<file path="src/rtl/lsm_sequencer.sv">
// Load/store-multiple sequencer: walks the IR register list and supplies the
// register number, transfer address and base write-back value to the datapath.
module lsm_sequencer (
    input  logic        CLK,
    input  logic        RST_N,
    input  logic [31:0] IR,
    input  logic [31:0] RN_VAL,
    input  logic        LSM_EN,
    input  logic [2:0]  LSM_IN,
    output logic        LSM_DETECT,
    output logic        LSM_END,
    output logic        BUSY,
    output logic [3:0]  REG_NUM,
    output logic [31:0] ADDR,
    output logic [31:0] WB_VAL
);

    typedef enum logic [1:0] {
        ST_IDLE,
        ST_ACTIVE,
        ST_DONE
    } state_t;

    localparam logic [2:0] CMD_LOAD  = 3'b001;
    localparam logic [2:0] CMD_NEXT  = 3'b010;
    localparam logic [2:0] CMD_CLEAR = 3'b011;

    state_t      state;
    logic [15:0] mask;
    logic [4:0]  count;

    logic [4:0]  load_count;
    logic [31:0] four_n;
    logic [31:0] load_addr;
    logic [31:0] load_wb;

    assign LSM_DETECT = (IR[27:25] == 3'b100);

    // LOAD-time arithmetic: the lowest address of the block is always the
    // first transfer, so the list is walked upwards for both U settings.
    always_comb begin
        // NOTE: every always_comb output gets a default first so no path
        // through the block can leave it unassigned and infer a latch.
        load_count = '0;
        for (int i = 0; i < 16; i++) begin
            load_count = load_count + 5'(IR[i]);
        end
        four_n = {25'd0, load_count, 2'b00};
        unique case (IR[24:23])
            2'b01:   load_addr = RN_VAL;
            2'b11:   load_addr = RN_VAL + 32'd4;
            2'b00:   load_addr = RN_VAL - four_n + 32'd4;
            default: load_addr = RN_VAL - four_n;
        endcase
        load_wb = IR[23] ? (RN_VAL + four_n) : (RN_VAL - four_n);
    end

    // Priority encode: scanning downwards lets the lowest set bit win.
    always_comb begin
        REG_NUM = '0;
        for (int i = 15; i >= 0; i--) begin
            if (mask[i]) begin
                REG_NUM = 4'(i);
            end
        end
    end

    always_ff @(posedge CLK or negedge RST_N) begin
        // NOTE: sequential state uses non-blocking assignments so every
        // register samples the pre-edge values, independent of statement order.
        if (!RST_N) begin
            state   <= ST_IDLE;
            mask    <= '0;
            count   <= '0;
            ADDR    <= '0;
            WB_VAL  <= '0;
            LSM_END <= 1'b0;
            BUSY    <= 1'b0;
        end else if (LSM_EN) begin
            case (LSM_IN)
                CMD_LOAD: begin
                    mask  <= IR[15:0];
                    count <= load_count;
                    ADDR  <= load_addr;
                    if (load_count == 5'd0) begin
                        state   <= ST_DONE;
                        WB_VAL  <= RN_VAL;
                        LSM_END <= 1'b1;
                        BUSY    <= 1'b0;
                    end else begin
                        state   <= ST_ACTIVE;
                        WB_VAL  <= load_wb;
                        LSM_END <= (load_count == 5'd1);
                        BUSY    <= 1'b1;
                    end
                end
                CMD_NEXT: begin
                    if (state == ST_ACTIVE) begin
                        count <= count - 5'd1;
                        ADDR  <= ADDR + 32'd4;
                        if (count == 5'd1) begin
                            state   <= ST_DONE;
                            mask    <= '0;
                            LSM_END <= 1'b1;
                            BUSY    <= 1'b0;
                        end else begin
                            mask    <= mask & (mask - 16'd1);
                            LSM_END <= (count == 5'd2);
                        end
                    end
                end
                CMD_CLEAR: begin
                    state   <= ST_IDLE;
                    mask    <= '0;
                    count   <= '0;
                    ADDR    <= '0;
                    LSM_END <= 1'b0;
                    BUSY    <= 1'b0;
                end
                default: begin
                end
            endcase
        end
    end

endmodule

</file>
<file path="config.mk">
export PLATFORM = sky130hd
export DESIGN_NAME = lsm_sequencer
export DESIGN_NICKNAME = d
export VERILOG_FILES = /design/src/rtl/lsm_sequencer.sv
export SDC_FILE = /design/constraint.sdc
export NUM_CORES = 1
export LEC_CHECK = 0
export ABC_AREA = 1
export BUFFER_PORTS_ARGS = -buffer_cell sky130_fd_sc_hd__buf_4
export CAP_MARGIN = 20
export CORE_MARGIN = 3
export CORE_UTILIZATION = 38
export CTS_BUF_LIST = sky130_fd_sc_hd__clkbuf_2
export CTS_CLUSTER_DIAMETER = 40
export CTS_CLUSTER_SIZE = 10
export DETAILED_ROUTE_END_ITERATION = 8
export PLACE_DENSITY_LB_ADDON = 0.08
export REMOVE_ABC_BUFFERS = 1
export SYNTH_ARGS = -nofsm -noshare
export SYNTH_HDL_FRONTEND = slang
export SYNTH_SLANG_ARGS = --single-unit
</file>
<file path="constraint.sdc">
create_clock -name CLK -period 4.3 [get_ports CLK]
set_input_delay 0.645 -clock CLK [delete_from_list [all_inputs] [get_ports CLK]]
set_output_delay 0.645 -clock CLK [all_outputs]
set_load 0.01 [all_outputs]
</file>
==> flow_metrics.tcl <==
set metrics [dict create \
    status "finished, violations left" \
    violations "setup timing" \
    crit_path_top_delay_cell "fa_1" \
    rsz0062_at_grt "true" \
    cts_buffers 9 \
    use_met1_pct 34.7 \
    met2_usage_pct 46.4 \
    cts_tree "built" \
    p_leak_nw 6.55 \
    holdCritPathClass "in -> reg" \
    wl_per_cell_um 17.3 \
    synth_seq_cells 88 \
    clock_latency_ns 0.63 \
    grt_usage_pct 27.1 \
    fin_ws_ns -1.02 \
    drt_wl_total_um 37500 \
    place_congestion 0.925 \
    peakVddDrop_mv 0.304 \
    period_share_pct 124 \
    portBuffers 129 \
    use_met3_pct 2.72 \
    critPathMaxFanout 4 \
    required_ns 4.87 \
    rrSetupSlack_ns 1.66 \
    clkTransAtPathRegs_ns 0.29 \
    avgSynthCellArea_um2 6.18 \
    dieWidth_um 165 \
    antenna_found_initial 1 \
    drc 0 \
    vias_per_cell 5.28 \
    cp.arrival_ns 5.89 \
    drv_slew 0 \
    yosys_warnings 0 \
    antenna_left 0 \
    clock-sinks 88 \
    whs_path_depth 3 \
    syn_inst 1562 \
    syn-cell-area_um2 9660 \
    drive_gt1_share_pct 34.5 \
    grt_max_degree 64 \
    synth_enable_flop_cells 0 \
    num_rows 57 \
    final_cell_mix "368 x nand2_1, 289 x buf_4, 167 x inv_1" \
    vias 11500 \
    drtIter0Drc 878 \
    power.total_w 0.00658 \
    areaGrowthSynthToFinish_pct 41.4 \
    firstDrtPassIters 5 \
    grt_pass1_vias 11000 \
    final_nets 1947 \
    cts-root-buf "clkbuf_2" \
    dp_slack_ns -1.87 \
    finalClockSkew_ns 0.0510 \
    die_h_um 165 \
    timing.final.hold_violations 0 \
    layout_commonest_cell "nand2_1" \
    cts.htree.levels 3 \
    core_area_um2 24700 \
    fmax_ghz 0.188 \
    start_kind "input port" \
    synth_cell_type_count 54 \
    worst_slew_pin_slew_ns 1.03 \
    ios 141 \
    end_kind "register" \
    utilization_pct 55.4 \
    hpwlAfterDp_um 28200 \
    critical_path_class "in -> reg" \
    synth_flop_cell "dfrtp_1" \
    final-setup-viol-count 57 \
    seq_area_frac_synth_pct 22.8 \
    whs_ns 0.233 \
    async_flop_share_pct 100 \
    slew_headroom_pct 31.5 \
    p_per_area_nw_per_um2 482 \
    clock_path_buffers 2 \
    drv_cap 0 \
    initial_utilization_pct 39.1 \
    min_period_ns 5.32 \
    cpPeakStageDelay_ns 0.57 \
    grt_pass1_wl_um 58100 \
    die_area_um2 27400 \
    reg2regPathDepth 14 \
    overflow 0 \
    grt_most_used_layer "met2" \
]
==> worst max-delay path, delay by kind of cell <==
| kind | cells | cell delay [ns] |
|---|---|---|
| buf+inv | 9 | 0.78 |
| fa+ha+maj | 7 | 3.07 |
| xor+xnor | 1 | 0.14 |
| simple gates | 8 | 0.75 |
| compound gates | 4 | 0.48 |
==> cells in the mapped netlist (all sizes together), types with 5 or more instances <==
cell,count,area share [%]
nand2,440,18
inv,203,7.9
nor2,197,9.5
nand3,129,8.3
o21ai,121,6.3
a21oi,100,5.3
dfrtp,88,23
clkbuf,42,1.6
nor3,29,1.5
buf,27,1.7
nand4,26,1.7
ha,23,3.0
xor2,23,2.1
o211ai,20,1.6
a31oi,12,0.78
fa,12,2.5
nor4,11,0.71
o22ai,10,0.65
a22oi,6,0.47
or2,6,0.39
and2,5,0.32
o31ai,5,0.44
==> area by class of cell <==
type	instances	area, um^2
Sequential cell	88	2200
Inverter	203	787
Fill cell	2511	11000
Timing Repair Buffer	337	2740
Clock buffer	9	45.0
Clock inverter	6	115
Antenna cell	1	2.50
Multi-Input combinational cell	1203	7360
Tap cell	324	405
==> report_power, final <==
group / switching, W / internal (W) / total, W
combinational: 0.00250 / 0.00219 / 0.00469
sequential: 0.000228 / 0.00107 / 0.00130
clock: 0.000339 / 0.000252 / 0.000592
==> cells by family after synthesis <==
group                    after synthesis  share of synthesized area, %
XOR/XNOR                              23                          2.09
AO/OA/AOI/OAI                        296                          17.4
buffers and inverters                272                          11.3
flip-flops                            88                          22.8
AND/OR/NAND/NOR                      848                          41.0
adder cells (fa/ha/maj)               35                          5.47
==> per-stage QoR <==
stage,TNS (ns),area [um^2],std cells
after global placement,-87.62,11900,2098
final,-44.49,13700,2171
after floorplan,-64.90,9340,1493
after global routing,-55.46,13700,2171
after CTS,-36.48,13100,2151
after detailed placement,-89.85,11900,2098
==> sequential cells by signal, indices dropped and copies added, names as in the netlist <==
name and count:
ADDR 32, mask 16, count 5, state 2, LSM_END 1, WB_VAL 32
==> final timing paths <==
| path | from | endpoint |
|---|---|---|
| worst max-delay path | IR[11] | WB_VAL[22]$_DFFE_PN0P_ |
| max in group asynchronous | RST_N | ADDR[19]$_DFFE_PN0P_ |
| worst min-delay path | IR[5] | mask[5]$_DFFE_PN0P_ |
| min in group asynchronous | RST_N | mask[7]$_DFFE_PN0P_ |
| worst max register to register | ADDR[4]$_DFFE_PN0P_ | ADDR[31]$_DFFE_PN0P_ |
| worst min register to register | WB_VAL[18]$_DFFE_PN0P_ | WB_VAL[18]$_DFFE_PN0P_ |
==> layer usage <==
layer	vias to the layer above	share of wire [%]
met5	-	0
met4	0	4.0
met3	85	4.5
met2	333	49
met1	5376	43
li1	5668	-
==> repair_timing <==
action                                  in CTS  in global routing
cloned                                       1                  0
hold endpoints to repair                    11                  0
resized for setup                          207                125
hold buffers                                 1                  0
setup buffers                               36                 23
endpoints found under the setup margin      56                 61
pin swaps                                   84                 95
No activity file was read; power rests on OpenSTA's default activity.
